$ cat src/rtl/bus_perf_monitor_if.sv
// Snoop view of the bus FIFO ports: pops taken from sources, pushes delivered into devices.
interface bus_perf_monitor_if #(
  parameter int DEVS    = 5,
  parameter int PCKG_SZ = 32
);
  logic [DEVS-1:0]         pop;
  logic [DEVS*PCKG_SZ-1:0] D_pop;
  logic [DEVS-1:0]         push;
  logic [DEVS*PCKG_SZ-1:0] D_push;

  modport master (output pop, D_pop, push, D_push);
  modport slave  (input  pop, D_pop, push, D_push);
endinterface

$ cat src/rtl/bus_perf_monitor.sv
// Traffic/latency monitor: timestamps source pops, matches them to destination pushes and keeps
// per-destination count/latency stats plus window, delivered-bit and error counters.
module bus_perf_monitor #(
  parameter int                   DEVS      = 5,
  parameter int                   PCKG_SZ   = 32,
  parameter int                   ADDR_BITS = 8,
  parameter logic [ADDR_BITS-1:0] BROADCAST = {ADDR_BITS{1'b1}},
  parameter int                   TS_DEPTH  = 8,
  parameter int                   TS_W      = 32,
  parameter int                   ACC_W     = 48,
  parameter int                   CNT_W     = 16
) (
  input  logic                      clk,
  input  logic                      reset,
  input  logic                      clear,
  input  logic                      freeze,
  bus_perf_monitor_if.slave         bus,
  input  logic [$clog2(DEVS)-1:0]   stat_sel,
  output logic [CNT_W-1:0]          stat_cnt,
  output logic [ACC_W-1:0]          stat_lat_sum,
  output logic [TS_W-1:0]           stat_lat_max,
  output logic [ACC_W-1:0]          win_cycles,
  output logic [ACC_W-1:0]          tot_bits,
  output logic [CNT_W-1:0]          bad_addr_cnt,
  output logic                      err_ovf,
  output logic                      err_unf,
  output logic                      err_mis
);
  localparam int PTR_W = $clog2(TS_DEPTH);
  localparam int OCC_W = PTR_W + 1;

  logic [TS_W-1:0]      ts;
  logic [TS_W-1:0]      mem     [DEVS][TS_DEPTH];
  logic [PTR_W-1:0]     wr_ptr  [DEVS];
  logic [PTR_W-1:0]     rd_ptr  [DEVS];
  logic [OCC_W-1:0]     occ     [DEVS];
  logic [CNT_W-1:0]     cnt     [DEVS];
  logic [ACC_W-1:0]     lat_sum [DEVS];
  logic [TS_W-1:0]      lat_max [DEVS];
  logic                 win_act;

  logic [ADDR_BITS-1:0] pop_dst  [DEVS];
  logic [ADDR_BITS-1:0] push_dst [DEVS];
  logic [TS_W-1:0]      lat      [DEVS];
  logic [DEVS-1:0]      deq;
  int                   n_acc    [DEVS];
  int                   n_req, space, n_bad, n_deq;
  logic                 cap_any, ovf_any, unf_any, mis_any;

  function automatic logic [ACC_W-1:0] sat_acc(input logic [ACC_W-1:0] a, input logic [ACC_W-1:0] b);
    logic [ACC_W:0] s;
    s = {1'b0, a} + {1'b0, b};
    return s[ACC_W] ? '1 : s[ACC_W-1:0];
  endfunction

  function automatic logic [CNT_W-1:0] sat_cnt(input logic [CNT_W-1:0] a, input logic [CNT_W-1:0] b);
    logic [CNT_W:0] s;
    s = {1'b0, a} + {1'b0, b};
    return s[CNT_W] ? '1 : s[CNT_W-1:0];
  endfunction

  // All pops in one cycle carry the same timestamp, so per-FIFO enqueue order reduces to a count.
  always_comb begin
    cap_any = 1'b0;
    ovf_any = 1'b0;
    unf_any = 1'b0;
    mis_any = 1'b0;
    n_bad   = 0;
    n_deq   = 0;
    n_req   = 0;
    space   = 0;
    deq     = '0;
    for (int i = 0; i < DEVS; i++) begin
      pop_dst[i]  = bus.D_pop[i*PCKG_SZ + PCKG_SZ - 1 -: ADDR_BITS];
      push_dst[i] = bus.D_push[i*PCKG_SZ + PCKG_SZ - 1 -: ADDR_BITS];
    end
    for (int i = 0; i < DEVS; i++) begin
      if (bus.pop[i] && !freeze) begin
        if (pop_dst[i] == BROADCAST || int'(pop_dst[i]) < DEVS) cap_any = 1'b1;
        else                                                   n_bad++;
      end
    end
    for (int k = 0; k < DEVS; k++) begin
      lat[k] = ts - mem[k][rd_ptr[k]];
      n_req  = 0;
      for (int i = 0; i < DEVS; i++) begin
        if (bus.pop[i] && !freeze &&
            (pop_dst[i] == ADDR_BITS'(k) || (pop_dst[i] == BROADCAST && i != k)))
          n_req++;
      end
      if (bus.push[k] && !freeze) begin
        if (occ[k] == '0) unf_any = 1'b1;
        else begin
          deq[k] = 1'b1;
          n_deq++;
        end
        if (push_dst[k] != ADDR_BITS'(k) && push_dst[k] != BROADCAST) mis_any = 1'b1;
      end
      // A same-cycle dequeue frees a slot for this cycle's capture.
      space = TS_DEPTH - int'(occ[k]) + int'(deq[k]);
      if (n_req > space) begin
        n_acc[k] = space;
        ovf_any  = 1'b1;
      end else begin
        n_acc[k] = n_req;
      end
    end
  end

  always_ff @(posedge clk) begin
    if (reset) ts <= '0;
    else       ts <= ts + TS_W'(1);
  end

  always_ff @(posedge clk) begin
    for (int k = 0; k < DEVS; k++)
      for (int e = 0; e < TS_DEPTH; e++)
        if (((e - int'(wr_ptr[k])) & (TS_DEPTH - 1)) < n_acc[k]) mem[k][e] <= ts;
  end

  always_ff @(posedge clk) begin
    if (reset || clear) begin
      for (int k = 0; k < DEVS; k++) begin
        wr_ptr[k]  <= '0;
        rd_ptr[k]  <= '0;
        occ[k]     <= '0;
        cnt[k]     <= '0;
        lat_sum[k] <= '0;
        lat_max[k] <= '0;
      end
      win_act      <= 1'b0;
      win_cycles   <= '0;
      tot_bits     <= '0;
      bad_addr_cnt <= '0;
      err_ovf      <= 1'b0;
      err_unf      <= 1'b0;
      err_mis      <= 1'b0;
      stat_cnt     <= '0;
      stat_lat_sum <= '0;
      stat_lat_max <= '0;
    end else begin
      for (int k = 0; k < DEVS; k++) begin
        wr_ptr[k] <= wr_ptr[k] + PTR_W'(n_acc[k]);
        rd_ptr[k] <= rd_ptr[k] + PTR_W'(deq[k]);
        occ[k]    <= occ[k] + OCC_W'(n_acc[k]) - OCC_W'(deq[k]);
        if (deq[k]) begin
          cnt[k]     <= sat_cnt(cnt[k], CNT_W'(1));
          lat_sum[k] <= sat_acc(lat_sum[k], ACC_W'(lat[k]));
          if (lat[k] > lat_max[k]) lat_max[k] <= lat[k];
        end
      end
      if (cap_any) win_act <= 1'b1;
      if (win_act && !freeze) win_cycles <= sat_acc(win_cycles, ACC_W'(1));
      tot_bits     <= sat_acc(tot_bits, ACC_W'(n_deq * PCKG_SZ));
      bad_addr_cnt <= sat_cnt(bad_addr_cnt, CNT_W'(n_bad));
      err_ovf      <= err_ovf | ovf_any;
      err_unf      <= err_unf | unf_any;
      err_mis      <= err_mis | mis_any;
      if (int'(stat_sel) < DEVS) begin
        stat_cnt     <= cnt[stat_sel];
        stat_lat_sum <= lat_sum[stat_sel];
        stat_lat_max <= lat_max[stat_sel];
      end else begin
        stat_cnt     <= '0;
        stat_lat_sum <= '0;
        stat_lat_max <= '0;
      end
    end
  end
endmodule

$ cat src/flat_wrapper.sv
// flat-port wrapper written by rule: the top's interface ports become plain ports
module bus_perf_monitor_flat 
#(
  parameter int                   DEVS      = 5,
  parameter int                   PCKG_SZ   = 32,
  parameter int                   ADDR_BITS = 8,
  parameter logic [ADDR_BITS-1:0] BROADCAST = {ADDR_BITS{1'b1}},
  parameter int                   TS_DEPTH  = 8,
  parameter int                   TS_W      = 32,
  parameter int                   ACC_W     = 48,
  parameter int                   CNT_W     = 16
)
  (clk, reset, clear, freeze, stat_sel, stat_cnt, stat_lat_sum, stat_lat_max, win_cycles, tot_bits, bad_addr_cnt, err_ovf, err_unf, err_mis, bus_pop, bus_D_pop, bus_push, bus_D_push);
  bus_perf_monitor_if #(.DEVS(DEVS), .PCKG_SZ(PCKG_SZ)) bus_i ();
  input  logic clk;
  input  logic reset;
  input  logic clear;
  input  logic freeze;
  input  logic [$clog2(DEVS)-1:0] stat_sel;
  output logic [CNT_W-1:0] stat_cnt;
  output logic [ACC_W-1:0] stat_lat_sum;
  output logic [TS_W-1:0] stat_lat_max;
  output logic [ACC_W-1:0] win_cycles;
  output logic [ACC_W-1:0] tot_bits;
  output logic [CNT_W-1:0] bad_addr_cnt;
  output logic err_ovf;
  output logic err_unf;
  output logic err_mis;
  input wire logic [$bits(bus_i.pop)-1:0] bus_pop;
  input wire logic [$bits(bus_i.D_pop)-1:0] bus_D_pop;
  input wire logic [$bits(bus_i.push)-1:0] bus_push;
  input wire logic [$bits(bus_i.D_push)-1:0] bus_D_push;
  assign bus_i.pop = bus_pop;
  assign bus_i.D_pop = bus_D_pop;
  assign bus_i.push = bus_push;
  assign bus_i.D_push = bus_D_push;
  bus_perf_monitor #(.DEVS(DEVS), .PCKG_SZ(PCKG_SZ), .ADDR_BITS(ADDR_BITS), .BROADCAST(BROADCAST), .TS_DEPTH(TS_DEPTH), .TS_W(TS_W), .ACC_W(ACC_W), .CNT_W(CNT_W)) u_core (.clk(clk), .reset(reset), .clear(clear), .freeze(freeze), .bus(bus_i), .stat_sel(stat_sel), .stat_cnt(stat_cnt), .stat_lat_sum(stat_lat_sum), .stat_lat_max(stat_lat_max), .win_cycles(win_cycles), .tot_bits(tot_bits), .bad_addr_cnt(bad_addr_cnt), .err_ovf(err_ovf), .err_unf(err_unf), .err_mis(err_mis));
endmodule
$ cat config.mk
export PLATFORM = sky130hd
export DESIGN_NAME = bus_perf_monitor_flat
export DESIGN_NICKNAME = d
export VERILOG_FILES = /design/src/rtl/bus_perf_monitor_if.sv /design/src/rtl/bus_perf_monitor.sv /design/src/flat_wrapper.sv
export SDC_FILE = /design/constraint.sdc
export NUM_CORES = 2
export LEC_CHECK = 0
export BUFFER_PORTS_ARGS = -buffer_cell sky130_fd_sc_hd__buf_4
export CAP_MARGIN = 20
export CORE_ASPECT_RATIO = 1.25
export CORE_UTILIZATION = 50
export CTS_BUF_LIST = sky130_fd_sc_hd__clkbuf_2
export DETAILED_ROUTE_END_ITERATION = 16
export PLACE_DENSITY = 0.67
export RECOVER_POWER = 50
export REMOVE_ABC_BUFFERS = 1
export SLEW_MARGIN = 10
export SYNTH_ARGS = -nofsm -noshare
export SYNTH_HDL_FRONTEND = slang
export SYNTH_SLANG_ARGS = --single-unit
$ cat constraint.sdc
create_clock -name clk -period 23.9 [get_ports clk]
set_clock_uncertainty 0.05 [all_clocks]
set_input_delay 3.585 -clock clk [delete_from_list [all_inputs] [get_ports clk]]
set_output_delay 3.585 -clock clk [all_outputs]
set_load 0.05 [all_outputs]
# ---- After elaboration in Yosys (flattened, before gate mapping)
# Memory sizes are Yosys's and may differ from the RTL's. A register that Yosys moved wholly into a read port is not among the register bits.
# Cells that the tools add are included.
dict set report word_totals {
  reg_bits 148
  ramBits 1810
  input_bits 337
  output_inout_bits 211
  word_cells 617
  n_memories 7
}
dict set report op_classes {
  addsub 117
  magnitude_cmp 61
  n_eq_ne 34
  mux 271
  bitwise 39
  reduce_logical 80
}
# name depth word_bits read_ports rd_ports_with_merged_regs wr line
set mem_list {}
lappend mem_list {u_core.mem 5 256 5 0 5 bus_perf_monitor.sv:33} ;# logic [TS_W-1:0] mem [DEVS][TS_DEPTH];
lappend mem_list {u_core.lat_sum 5 48 6 1 5 bus_perf_monitor.sv:38} ;# logic [ACC_W-1:0] lat_sum [DEVS];
lappend mem_list {u_core.lat_max 5 32 6 1 5 bus_perf_monitor.sv:39} ;# logic [TS_W-1:0] lat_max [DEVS];
lappend mem_list {u_core.cnt 5 16 6 1 5 bus_perf_monitor.sv:37} ;# logic [CNT_W-1:0] cnt [DEVS];
lappend mem_list {u_core.occ 5 4 5 0 5 bus_perf_monitor.sv:36} ;# logic [OCC_W-1:0] occ [DEVS];
lappend mem_list {u_core.rd_ptr 5 3 5 0 5 bus_perf_monitor.sv:35} ;# logic [PTR_W-1:0] rd_ptr [DEVS];
lappend mem_list {{1 more memories} - - - - - -}
# op count
set op_table {}
lappend op_table {{$mux W32} 48}
lappend op_table {{$lt A4 B32 Y1} 40}
lappend op_table {{$add A32 B2 Y32 const B} 18}
lappend op_table {{$mux W48} 12}
lappend op_table {{$bmux W32 S3} 5}
lappend op_table {{$gt A32 B32 Y1} 10}
lappend op_table {{$mux W16} 18}
lappend op_table {{$add A48 B32 Y49} 5}
lappend op_table {{$mux W1} 172}
lappend op_table {{$add A32 B2 Y32} 5}
lappend op_table {{$sub A32 B32 Y32} 5}
lappend op_table {{$add A16 B1 Y17 const B} 5}
lappend op_table {{$eq A8 B2 Y1 const B} 10}
lappend op_table {{$sub A3 B3 Y3 const A} 20}
lappend op_table {{$add A48 B1 Y49 const B} 1}
lappend op_table {{$add A48 B48 Y49} 1}
lappend op_table {{$add A16 B2 Y16 const B} 3}
lappend op_table {{$logic_and A1 B1 Y1} 41}
lappend op_table {{$eq A8 B1 Y1 const B} 5}
lappend op_table {{$eq A8 B3 Y1 const B} 5}
lappend op_table {{$eq A8 B8 Y1 const B} 5}
lappend op_table {{$logic_not A8 Y1} 5}
lappend op_table {{$lt A8 B3 Y1 const B} 5}
lappend op_table {{$ne A8 B8 Y1 const B} 5}
lappend op_table {{26 further kinds} 153}

# ---- Longest topological paths before layout
dict set report logic_depth {
  ltp_word 19
  mapped_depth 33
  ltp_nobuf 33
}

# ---- Worst setup path after synthesis
# OpenSTA, ideal clock, no wires.
dict set report synth_path {
  path_type {input -> register}
  from {input port bus_D_pop[28]}
  to {memory u_core.mem[2][0] in the netlist's numbering, enable pin}
  setup_ns 0.432
  arrival_ns 10.387
  required_time_ns 23.418
  setup_slack_ns 13.031
  cell_stages 27
  path_buffers 0
  cell_sequence {or4_1 > nor3_1 > nand2_1 > nor2_1 > nor2_1 > nor2_1 > ha_1 > xnor2_1 > inv_1 > ha_1 > mux2_2 > ha_1 > mux2_2 > ha_1 > nor2b_1 > o21a_1 > o21ai_0 > nand2b_1 > a21oi_1 > a311oi_1 > nor2_1 > mux2i_1 > ha_1 > nor2b_1 > o21ai_0 > nand2b_1 > a21oi_1}
}
# element line
set synth_rtl {}
lappend synth_rtl {{start, declared} flat_wrapper.sv:30} ;# input wire logic [$bits(bus_i.D_pop)-1:0] bus_D_pop;
lappend synth_rtl {{end, declared} bus_perf_monitor.sv:33}

==> metrics <==
outcome=finished with violations; failing checks=max-capacitance violations, max-slew violations; vias in the first global route=74073; final worst path period share=0.4346; Max rail drop VDD=0.0003139 V; Arr. time, crit path=11.76 ns; Pre-antenna DRT Iters=6; Placed Cells=11372; Die Ht=521.7 µm; Clock Path Buffers=4; FF+latch count, synth=2050; measured slew at the worst slew-check pin=4.012 ns; core area=214700 µm²; Finished Layout Cells=12291; # rows=190; max-cap viol count=42; Worst Setup Start Kind=flip-flop; Port Buf Inserts=307; TritonCTS buffer count=488; met3 Use GR=0.04694; count of cell types in the netlist=98; Slew Limit Fails=1771; FF-to-FF Start=u_core.ts[0]; global route total overflow=0; Hold Path End=u_core.err_unf; minimum clock period=10.39 ns; Detail Placement HPWL=218300 µm; power consumption=0.01797 W; Slowest cell on crit path=clkbuf_1; Routed wire per std cell=25.28 µm; Mapped Cells=8320; Hold Path Class=reg2reg; met2 usage=0.4829; hold path startpoint=u_core.err_unf; first-pass GRT wire length=458300 µm; Die Area=218000 µm²; DR vias/cell=5.991; Final #Nets=10067; Clock transition at path regs=0.11 ns; Avg Inst Size Synth=12.99 µm²; ratio of cells with drive above 1 in the final layout=0.1723; via count=73637; unrepaired setup endpoints after global routing=false; TritonCTS clock tree=built; Clk Latency, worst-skew pair=1.77 ns; busiest grt layer=met2; final core utilization=0.5522; CP top delay family=simple AND/OR/NAND/NOR gates; crit-path cells=clkbuf_1 -> inv_1 -> ha_1 -> nor2b_1 -> o2111ai_1 -> and3_1 -> nor4b_1 -> o21bai_1 -> a211oi_1 -> o21ai_1 -> o211ai_1 -> nand2_1 -> xor2_1 -> ha_1 -> nand2_1 -> or3_1 -> nor3_1 -> buf_2 -> a31oi_1 -> o31ai_1 -> nand2_4 -> buf_4 -> and2_1; Max-Slew Margin vs Limit=-1.675; yosys warns=0; Hold-fix buffers, CTS=0; CP Capture Type=flip-flop; hold path depth=2; CP required=25.27 ns; ys async rst share=0; PwrDens=151.6 nW/µm²; Mapped Area=108000 µm²; H-Tree Level Count=5; total global-route track usage=0.2814; largest net degree at the start of global routing=87; Post-CTS Setup Repair Bufs=0; Reg2Reg Depth=23; initial antenna violation count=21; Post-CTS Resized=0; Final Hold Fails=0; clock sinks=2050; Post-Route WL=310800 µm; Leak=46.01 nW; crit path max fanout=86; Die W=417.8 µm; crit path kind=reg2reg; Seq/Total Area, Yosys=0.5429; Starting DRT DRC Count=5683; RePlAce Congestion=0.9757; Final setup viols=0; TNS Setup=0 ns; EDFF count, synth=1760; CTS root buf=clkbuf_2; RR Endpoint=u_core.lat_max[0][24]; Initial Util=0.5033; fmax=96.27 MHz; io pins=548; Area growth, synth to finish=9.727%; met1 Usage GRT=0.3387; internal reg-to-reg setup slack=13.51 ns; worst path bufs/invs=4; Most used DFF post-synth=edfxtp_1; Post-route DRC=0; post-route ant nets=0; critical path's largest stage delay=1.21 ns
## logic make-up (layout without fill, tap and decap cells)
group / count (synthesis) / in the layout / synth area share
flip-flops: 2050 / 2050 / 0.5429
AND/OR/NAND/NOR: 1861 / 1861 / 0.08814
AO/OA/AOI/OAI: 1660 / 1660 / 0.09481
adder cells (fa/ha/maj): 742 / 742 / 0.08746
buffers and inverters: 713 / 1786 / 0.02519
multiplexers: 710 / 710 / 0.1142
XOR/XNOR: 583 / 583 / 0.04726
other: 1 / 19 / 0.00003471
## layout by cell type, fill, tap and decap left out, drive strengths merged, types with 65 or more instances in the layout
cell | synthesis | routed
edfxtp | 1760 | 1760
clkbuf | 219 | 906
a21oi | 748 | 748
ha | 720 | 720
nor2 | 497 | 497
inv | 416 | 421
mux4 | 416 | 416
nand2 | 312 | 312
xnor2 | 295 | 295
buf | 77 | 291
dfxtp | 290 | 290
xor2 | 288 | 288
mux2i | 274 | 274
a21o | 243 | 243
o21ai | 213 | 213
and2 | 212 | 212
nand3 | 188 | 188
clkinv | 1 | 155
and3 | 123 | 123
nand4 | 111 | 111
nor3 | 107 | 107
nand2b | 66 | 66
a31oi | 65 | 65
## stage by stage
stage                     cell area [µm²]  setup WS, ns  hold WS (ns)
after global placement             114600         12.86        0.4048
after CTS                          119200         13.68        0.4446
after floorplan                    106900         13.03        0.4323
final                              118500         13.51        0.4369
after global routing               118500         13.12        0.4616
after detailed placement           114600         12.76        0.4183
## state kept, by name (all words and copies together), names as in the netlist, 16 cells and up
name                 count
u_core.mem            1280
u_core.lat_sum         240
u_core.lat_max         160
u_core.cnt              80
u_core.stat_lat_sum     48
u_core.win_cycles       48
u_core.tot_bits         44
u_core.stat_lat_max     32
u_core.ts               32
u_core.occ              20
u_core.bad_addr_cnt     16
u_core.stat_cnt         16
## per-layer routing
metal | vias to the layer above | part of all wire
li1 | 33417 | -
met1 | 36905 | 0.39
met2 | 2627 | 0.49
met3 | 680 | 0.065
met4 | 8 | 0.058
met5 | - | 0.00017
## power by group
part | total, W | switching [W] | internal [W] | leakage (nW)
Clock | 0.00234 | 0.00145 | 0.000891 | 3.47
Combinational | 0.00884 | 0.00605 | 0.00279 | 21.7
Sequential | 0.00679 | 0.000463 | 0.00632 | 20.8
## cell type report
type	count	area [µm²]
clock inverter	172	925.9
timing repair buffer	470	2892
sequential	2050	58690
antenna	14	35.03
fill	18003	96120
tap	2880	3603
clock buffer	727	3638
inverter	417	1565
multi-input combinational	5561	47200
## worst min-delay path: stages, from the launching register on
cell and delay (ns):
dfxtp_1 0.34, nor2_1 0.05, nor2_1 0.07
## how the worst max path moves through the flow
| stage | start | cells past startpoint | endpoint | slack, ns |
|---|---|---|---|---|
| 4_1_cts | u_core.rd_ptr[0][9] | 24 | u_core.lat_max[1][13] | 13.68 |
| 3_5_place_dp | bus_D_pop[28] | 29 | u_core.mem[2][31] | 12.76 |
| 3_3_place_gp | bus_D_pop[28] | 29 | u_core.mem[2][29] | 12.86 |
| 2_1_floorplan | bus_D_pop[28] | 27 | u_core.mem[2][0] | 13.03 |
| 6_report | u_core.ts[0] | 23 | u_core.lat_max[0][24] | 13.51 |
| 5_1_grt | u_core.ts[12] | 22 | u_core.lat_max[0][23] | 13.12 |
## synthesized netlist by cell type, types with 65 or more instances
cell type     n  area [µm²]
nand2b_1     66       412.9
nand4_1     111       694.4
clkbuf_1    219       822.0
a21o_1      243        1824
nand3_1     188       940.9
and3_1      123       769.5
o21ai_0     160       800.8
nand2_1     312        1171
edfxtp_1   1760       52850
inv_1       414        1554
ha_1        720        9009
xor2_1      288        2522
nor3_1      106       530.5
a21oi_1     748        3744
dfxtp_1     290        5806
nor2_1      497        1866
and2_1      211        1320
a31oi_1      65       406.6
mux4_2      416        9369
xnor2_1     295        2584
mux2i_1     274        2743
(Power assumes the default switching activity.)
